$ cat config.mk
export PLATFORM = sky130hd
export DESIGN_NAME = router_out_slot
export DESIGN_NICKNAME = d
export VERILOG_FILES = /design/src/rtl/router_out_slot.sv
export SDC_FILE = /design/constraint.sdc
export NUM_CORES = 1
export LEC_CHECK = 0
export CAP_MARGIN = 25
export CORE_AREA = 4 4 41 43
export DETAILED_ROUTE_END_ITERATION = 12
export DIE_AREA = 0 0 45 47
export HOLD_SLACK_MARGIN = 0.15
export PLACE_DENSITY_LB_ADDON = 0.25
export RECOVER_POWER = 25
export SYNTH_ARGS = -nofsm -noshare
export SYNTH_HDL_FRONTEND = slang
export SYNTH_SLANG_ARGS = --single-unit
export TNS_END_PERCENT = 50
$ cat constraint.sdc
create_clock -name clock -period 0.8 [get_ports clock]
set_input_delay 0.08 -clock clock [delete_from_list [all_inputs] [get_ports clock]]
set_output_delay 0.08 -clock clock [all_outputs]
set_load 0.01 [all_outputs]
$ cat src/rtl/router_out_slot.sv
// One-entry output register between the checker and the destination FIFO.
// Ports:
//  clock, resetn : clock and synchronous active-low reset
//  clear_i       : empty the slot (packet abort)
//  load_i        : capture data_i; wins over a same-cycle drain
//  drain_i       : the held word was written to the FIFO this cycle
//  data_i        : word to capture
//  valid_o       : slot holds a word
//  data_o        : held word
module router_out_slot #(
  parameter int WIDTH = 8
) (
  input  logic             clock,
  input  logic             resetn,
  input  logic             clear_i,
  input  logic             load_i,
  input  logic             drain_i,
  input  logic [WIDTH-1:0] data_i,
  output logic             valid_o,
  output logic [WIDTH-1:0] data_o
);

  logic             valid_q;
  logic [WIDTH-1:0] data_q;

  // Slot register: load replaces a word being drained in the same cycle.
  always_ff @(posedge clock) begin
    if (!resetn) begin
      valid_q <= 1'b0;
      data_q  <= {WIDTH{1'b0}};
    end else if (clear_i) begin
      valid_q <= 1'b0;
      data_q  <= {WIDTH{1'b0}};
    end else if (load_i) begin
      valid_q <= 1'b1;
      data_q  <= data_i;
    end else if (drain_i) begin
      valid_q <= 1'b0;
    end
  end

  assign valid_o = valid_q;
  assign data_o  = data_q;

endmodule

==> impl.org, run 1 <==
** Outcome
- The flow ran to the end, and the final reports show no timing, DRC or antenna violations.

** Timing
- Setup violations remaining at the end of the flow were counted as 0.
- In this run the tightest slew margin relative to its limit is 87.2%.
- At the pin with the least slew margin, the transition time is 192 ps.
- Setup repair after global routing could not meet its margin everywhere.
- Final critical delay including setup and external delays :: 776 ps
- Final sum of negative setup slack :: 0 ps
- Final worst path period share :: 96.9%
- Across all setup checks in the final design, the least slack found is about 24 ps.
- Number of hold-slack violations in the final timing report :: 0
- The number of pins exceeding their max-slew limit in the final report was 0.
- Timing would allow up to 1.29 GHz.
- Hold is met by 277 ps.
- Worst clock skew :: 0 ps

** Cells and area
- In the final layout, flip-flops and latches occupy 191 µm².
- Final-stage net count :: a little over 70
- 0 antenna diodes ended up in the layout.
- Design area :: 624 µm²
- Area Growth Syn to Fin :: 88.3%
- Area used by multi-input combinational logic :: 131 µm²
- Fraction of final layout cells sized beyond drive strength 1 :: 44.8%
- Number of inserted filler cells in the final layout :: roughly 140

** Global routing
- After global routing the overflow that remains totals 0.
- The via count of the first global-routing pass came to 267.
- Entering global routing, the biggest net connects 10 pins.
- The number of antenna violations at the first check in global routing is 0.
- Global routing used about 7.8% of the available tracks across all layers.
- The first global-routing pass estimated roughly 1100 µm of wire.

** Place
- Pre-CTS setup slack :: -271 ps
- Gp weighted congestion :: between 0.6 and 0.7
- Once placement finished, the instance area stood at 567 µm².
- Final HPWL from detailed placement :: a little under 600 µm
- Buffers on Ports :: 21

** Synthesis
- Synthesized Nets :: 44
- Averaged over all synthesized cells, the footprint is 10.7 µm².
- During synthesis, Yosys emitted a total of 0 warnings.
- Synthesis inferred 9 register bits.
- The mapped netlist covers 332 µm².
- Cells after synthesis :: 31
- Yosys mapped the design onto 8 distinct sky130hd cell types.
- Proportion of synthesized chip area in sequential cells :: between 50 and 60%

** Power and ir drop
- VDD sags by at most between 0.0008 and 0.0009 V.
- The design draws 0.987 mW.
- Part of the total power dissipated in combinational logic :: between 10% and 20%
- Leak :: 0.291 nW
- Cell internal power was estimated by the tool at between 0.7 and 0.8 mW.
- Flop pwr share :: 48.2%
- Share of total power in the clock network :: between 30% and 40%
- PD cells :: between 1500 and 2000 mW/mm²
- P_sw :: around 0.22 mW
- Switching portion of total power :: 21.9%

** Worst setup path
- Of all nets on the critical path, the largest fanout is 2.
- CP max stage cell :: dfxtp_2
- For this run, the slowest stage of the critical path takes 330 ps.
- Startpoint types :: register
- The kind of cell with the highest combined delay along the critical path is flip-flops.
- Crit path arrival time :: 700 ps
- Kind of end point of the critical path :: primary output
- Cell chain of the critical path :: buf_6
- The critical path is of the register to primary output type.
- Sum of buffers and inverters on the critical path :: 1
- STA puts the critical path data required time at 720 ps.

** Die
- Ports placed on the boundary :: 22
- Measured along the y axis, the die boundary spans approximately 47 µm.
- Standard cell core area :: about 0.0013 mm²
- Die area :: 0.00212 mm²
- Once the floorplan was initialized, standard cells occupied 25.5% of the core.
- The initialized floorplan defines 13 standard-cell rows.
- Die width :: 45 µm

** Drt
- Aggregate routed wire length :: 777 µm
- Number of remaining DRC errors :: 0
- Wire per inst :: 10.6 µm
- Overall via count from detail_route :: 309
- Drt initial violations :: 0
- Ratio of routed vias to standard cells :: 4.23
- In this run the remaining antenna-violating nets after routing total 0.
- For this run, the detailed router's first-pass iteration total came to 1.

** Clock network
- Clock sink count :: 9
- TritonCTS built the clock tree.
- Maximum clock insertion buffer count :: 2
- After clock tree synthesis, the clock-pin slew on the worst setup and hold paths is 60 ps.
- Deepest level of the CTS H-tree :: 1
- CTS placed an instance of clkbuf_4 at the clock tree root.
- Source-to-sink clock delay at the later pin of the worst-skew pair :: 250 ps
- Hold buffers post-CTS :: 0
- Inserted Clock Buffers :: 3

** Min path
- The tightest min-delay check is of the input pin to register type.

** Run
- Max-cap violations in this run came to 0.
==> per-stage QoR <==
stage	util [%]	std cells
final	48.0	73
after global routing	48.0	73
after CTS	42.5	72
after detailed placement	43.6	68
after global placement	43.6	68
after floorplan	-	31
==> synthesized netlist by cell type, drive strengths merged <==
cell type	n	area, µm²
a21oi	1	8.76
buf	2	16.3
nand2b	2	12.5
inv	1	3.75
nor2	8	30.0
mux2i	8	80.1
dfxtp	9	180
==> worst paths after layout <==
path                                start   endpoint  slack (ps)  cells past startpoint
worst max-delay path            data_o[7]  data_o[7]          20                      1
worst max register to register  data_o[2]  data_o[2]         190                      2
worst min-delay path               load_i  data_o[5]         280                      4
worst min register to register  data_o[0]  data_o[0]         480                      2
==> cell families after synthesis <==
kind of cell	after synthesis	share of synthesized area, %
AO/OA/AOI/OAI	1	2.64
buffers and inverters	3	6.03
flip-flops	9	54.3
multiplexers	8	24.2
AND/OR/NAND/NOR	10	12.8
==> flip-flops by register name, summed over array words and instances (netlist names) <==
register / cells
data_o: 8
valid_o: 1
==> repair_timing <==
action,4_1_cts,5_1_grt
buffers inserted,0,1
pin swaps,0,0
gates resized for setup,40,16
setup endpoints to repair,9,17
gates cloned,0,0
==> final cells by class <==
class	instances	area share (%)
repair buffers	25	40.5
clock buffers	4	4.21
multi-input cells	19	21.0
inverters	1	0.601
well taps	15	3.01
flip-flops and latches	9	30.7
==> power by group through the flow <==
stage	Clock, mW	Sequential (mW)	Combinational (mW)
5_1_grt	0.391	0.478	0.178
3_5_place_dp	0	0.481	0.160
2_1_floorplan	0	0.488	0.0529
4_1_cts	0.367	0.471	0.146
3_3_place_gp	0	0.481	0.159
6_report	0.347	0.476	0.164
==> cells in the final DEF, fill, tap and decap left out, drive strengths merged <==
cell type / Yosys / final
buf: 2 / 12
clkdlybuf4s50: 0 / 11
dfxtp: 9 / 9
mux2i: 8 / 8
nor2: 8 / 8
clkbuf: 0 / 5
nand2b: 2 / 2
inv: 1 / 1
a21oi: 1 / 1
dlymetal6s2s: 0 / 1
==> routing by layer <==
layer	global-route usage (%)	vias up	share of wire, %
met3	3.83	4	13
met5	0	-	0
met1	8.49	136	41
met4	8.77	0	3.2
met2	10.5	15	43
li1	-	154	-
No activity file was read; power rests on OpenSTA's default activity.
==> run 2: changes to the inputs <==
--- a/config.mk
+++ b/config.mk
@@ -7,6 +7,7 @@
 export LEC_CHECK = 0
 export CAP_MARGIN = 25
 export CORE_AREA = 4 4 41 43
+export CTS_CLUSTER_SIZE = 25
 export DETAILED_ROUTE_END_ITERATION = 12
 export DIE_AREA = 0 0 45 47
 export HOLD_SLACK_MARGIN = 0.15
==> results of run 2 <==
Final layout, timing and power as in run 1 (identical DEF).
==> run 3: changes to the inputs <==
--- a/config.mk
+++ b/config.mk
@@ -11,7 +11,7 @@
 export DETAILED_ROUTE_END_ITERATION = 12
 export DIE_AREA = 0 0 45 47
 export HOLD_SLACK_MARGIN = 0.15
-export PLACE_DENSITY_LB_ADDON = 0.25
+export PLACE_DENSITY = 0.61
 export RECOVER_POWER = 25
 export SYNTH_ARGS = -nofsm -noshare
 export SYNTH_HDL_FRONTEND = slang
==> run 3 against run 2 <==
  * Worst hold slack lost 33 ps
  * Combinational power is essentially flat
  * Clock power shrank 1%
  * Sequential cell count is the same
  * Worst setup slack lost 1.3 ps
  * First-iteration DRC count grew 4
  * Cell count is the same
  * Sequential power is essentially flat
  * Via count shrank 3.6%
  * Critical endpoint is now data_o[6]
  * Cell area grew 1.0%
  * Non-clock buffer count is the same
  * Register-to-register slack is essentially flat
==> impl.org, run 3 (synthesized netlist as in run 1, its figures left out) <==
** Outcome
- Outcome :: complete, no violations

** Global routing
- The wire length of the first global-routing pass came to 1100 µm (unchanged).
- Pin count of the biggest net entering global routing :: 6 (-4)
- GRT Total Usage :: 7.55% (-0.30 points)
- Via count of the first global-routing pass :: 267 (unchanged)
- The final global-route overflow total is 0 (unchanged).
- The number of antenna violations at the first check in global routing came to 0 (unchanged).

** Clock network
- The number of CTS-inserted buffers was 3 (unchanged).
- The clock tree buffer depth came to 2 (unchanged).
- Clock sink count :: 9 (unchanged)
- Clock root buffer master :: clkbuf_4
- Deepest level of the CTS H-tree :: 1 (unchanged)
- Clock transition at the register clock pins on the worst setup and hold paths after CTS :: 60 ps (about the same)
- Source-to-sink clock delay at the later pin of the worst-skew pair :: 250 ps (about the same)
- TritonCTS built the clock tree.

** Worst setup path
- Traced cell by cell, the critical path runs through buf_6.
- The arrival time of data at the critical path endpoint is 700 ps (about the same).
- Kind of end point of the critical path :: primary output
- Kind of critical path :: register to primary output
- Critical Path Fanout Max :: 2 (unchanged)
- Max stage delay on crit path :: 330 ps (about the same)
- STA classifies the critical path startpoint as a register.
- Worst Path Required :: 720 ps (about the same)
- CP max stage cell :: dfxtp_2
- Broken down by cell family, the worst path's largest delay share belongs to flip-flops.
- The number of buffer and inverter stages on the critical path is 1 (unchanged).

** Drt
- The final routed DRC violation total was 0 (unchanged).
- Aggregate routed wire length :: 709 µm (-8.8%)
- Overall via count from detail_route :: 298 (-3.6%)
- Ratio of routed vias to standard cells :: 4.08 (-3.6%)
- Post-route ant nets :: 0 (unchanged)
- Drt initial violations :: 4 (+4)
- The detailed-route wire length per cell was 9.71 µm (-8.8%).
- The number of detailed-routing iterations run before antenna repair came to 4 (+3).

** Place
- Buffers on Ports :: 21 (unchanged)
- The total instance count after detailed placement was 69 (+1.5%).
- The routability congestion estimate was 0.624 (-5.6%).

** Timing
- Final critical delay including setup and external delays :: 777 ps (+1.31 ps)
- Number of hold-slack violations in the final timing report :: 0 (unchanged)
- The count of final setup violators is 0 (unchanged).
- Worst Hold Slack :: 244 ps (-33.3 ps)
- Least-Margin Pin Slew :: 127 ps (-64.8 ps)
- Unrepaired setup endpoints after global routing :: true
- Headroom to the max-slew limit :: 91.3% (+4.1 points)
- Final sum of negative setup slack :: 0 ps (unchanged)
- Final worst path period share :: 97.1% (+0.16 points)
- The worst clock skew was 0 ps (unchanged).
- The maximum frequency from static timing analysis came to 1.29 GHz (-0.17%).
- The number of pins exceeding their max-slew limit in the final report was 0 (unchanged).

** Cells and area
- Area Growth Syn to Fin :: 90.2%
- The layout net count was 72 (unchanged).
- Fraction of final layout cells sized beyond drive strength 1 :: 44.8% (unchanged)
- In the layout the commonest cells are 11 x clkdlybuf4s50_1, 11 x buf_6, 9 x dfxtp_2.
- Count of placed standard cells in the final layout, fillers left out :: 73 (unchanged)
- The number of antenna diodes came to 0 (unchanged).
- Max FFs per register :: 8 (unchanged)

** Die
- The I/O pin count was 22 (unchanged).
- Die width :: 45 µm (unchanged)
- The height of the chip is 47 µm (unchanged).
- The initial core utilization was 25.5% (unchanged).
- The core outline area was 0.00130 mm² (unchanged).
- Count of standard-cell rows :: 13 (unchanged)
- The die area is 0.00212 mm² (unchanged).

** Power and ir drop
- Worst-case vdd ir drop :: 0.000688 V (-22%)
- Tot Pwr :: 0.985 mW (-0.14%)
- The total leakage power is 0.292 nW (+0.15%).
- PD cells :: 1560 mW/mm² (-1.1%)

** Run
- The number of max-cap violations is 0 (unchanged).

** Min path
- Class of the most critical hold timing path :: input pin to register
## run 3: worst register-to-register path: stages, from the launching register on
cell     delay [ps]
dfxtp_2         320
mux2i_1         130
nor2_1           50
## run 3: area by class of cell
type	count	area, µm²
fillers	141	671
flip-flops and latches	9	191
inverters	1	3.75
clock buffers	4	26.3
well taps	15	18.8
repair buffers	25	259
multi-input cells	19	131
## run 3: worst paths after layout
path / start / end / slack (ps) / cells after the start
hold / removal: load_i / valid_o / 240 / 4
hold reg to reg: valid_o / valid_o / 490 / 2
setup reg to reg: data_o[0] / data_o[0] / 190 / 2
setup / recovery: data_o[6] / data_o[6] / 20 / 1
## run 3: power breakdown
part           leakage (nW)  total, mW  switching [mW]  internal, mW
Sequential           0.0774      0.477          0.0104         0.467
Combinational         0.199      0.165          0.0507         0.114
Clock                0.0150      0.343           0.152         0.192
Total                 0.292      0.985           0.213         0.773
## run 3: layer usage
| metal | GRT usage [%] | wire length (µm) | share of wire (%) | up-vias |
|---|---|---|---|---|
| met2 | 10.2 | 297 | 42 | 16 |
| met1 | 8.78 | 286 | 40 | 127 |
| met4 | 7.02 | 15 | 2.1 | 0 |
| met3 | 3.45 | 110 | 16 | 2 |
| li1 | - | - | - | 153 |
| met5 | 0 | 0 | 0 | - |
## run 3: stage by stage
stage	setup WS [ps]	area, µm²	utilization [%]
after detailed placement	-267	574	44.1
final	23.1	631	48.5
after floorplan	190	332	-
after CTS	1.30	566	43.5
after global placement	-261	574	44.1
after global routing	-0.334	631	48.5
## run 3: what timing repair did
action / in CTS / in global routing
resized for setup: 44 / 13
setup buffers: 0 / 0
hold buffers: 0 / 0
cloned: 0 / 0
endpoints found under the setup margin: 9 / 17
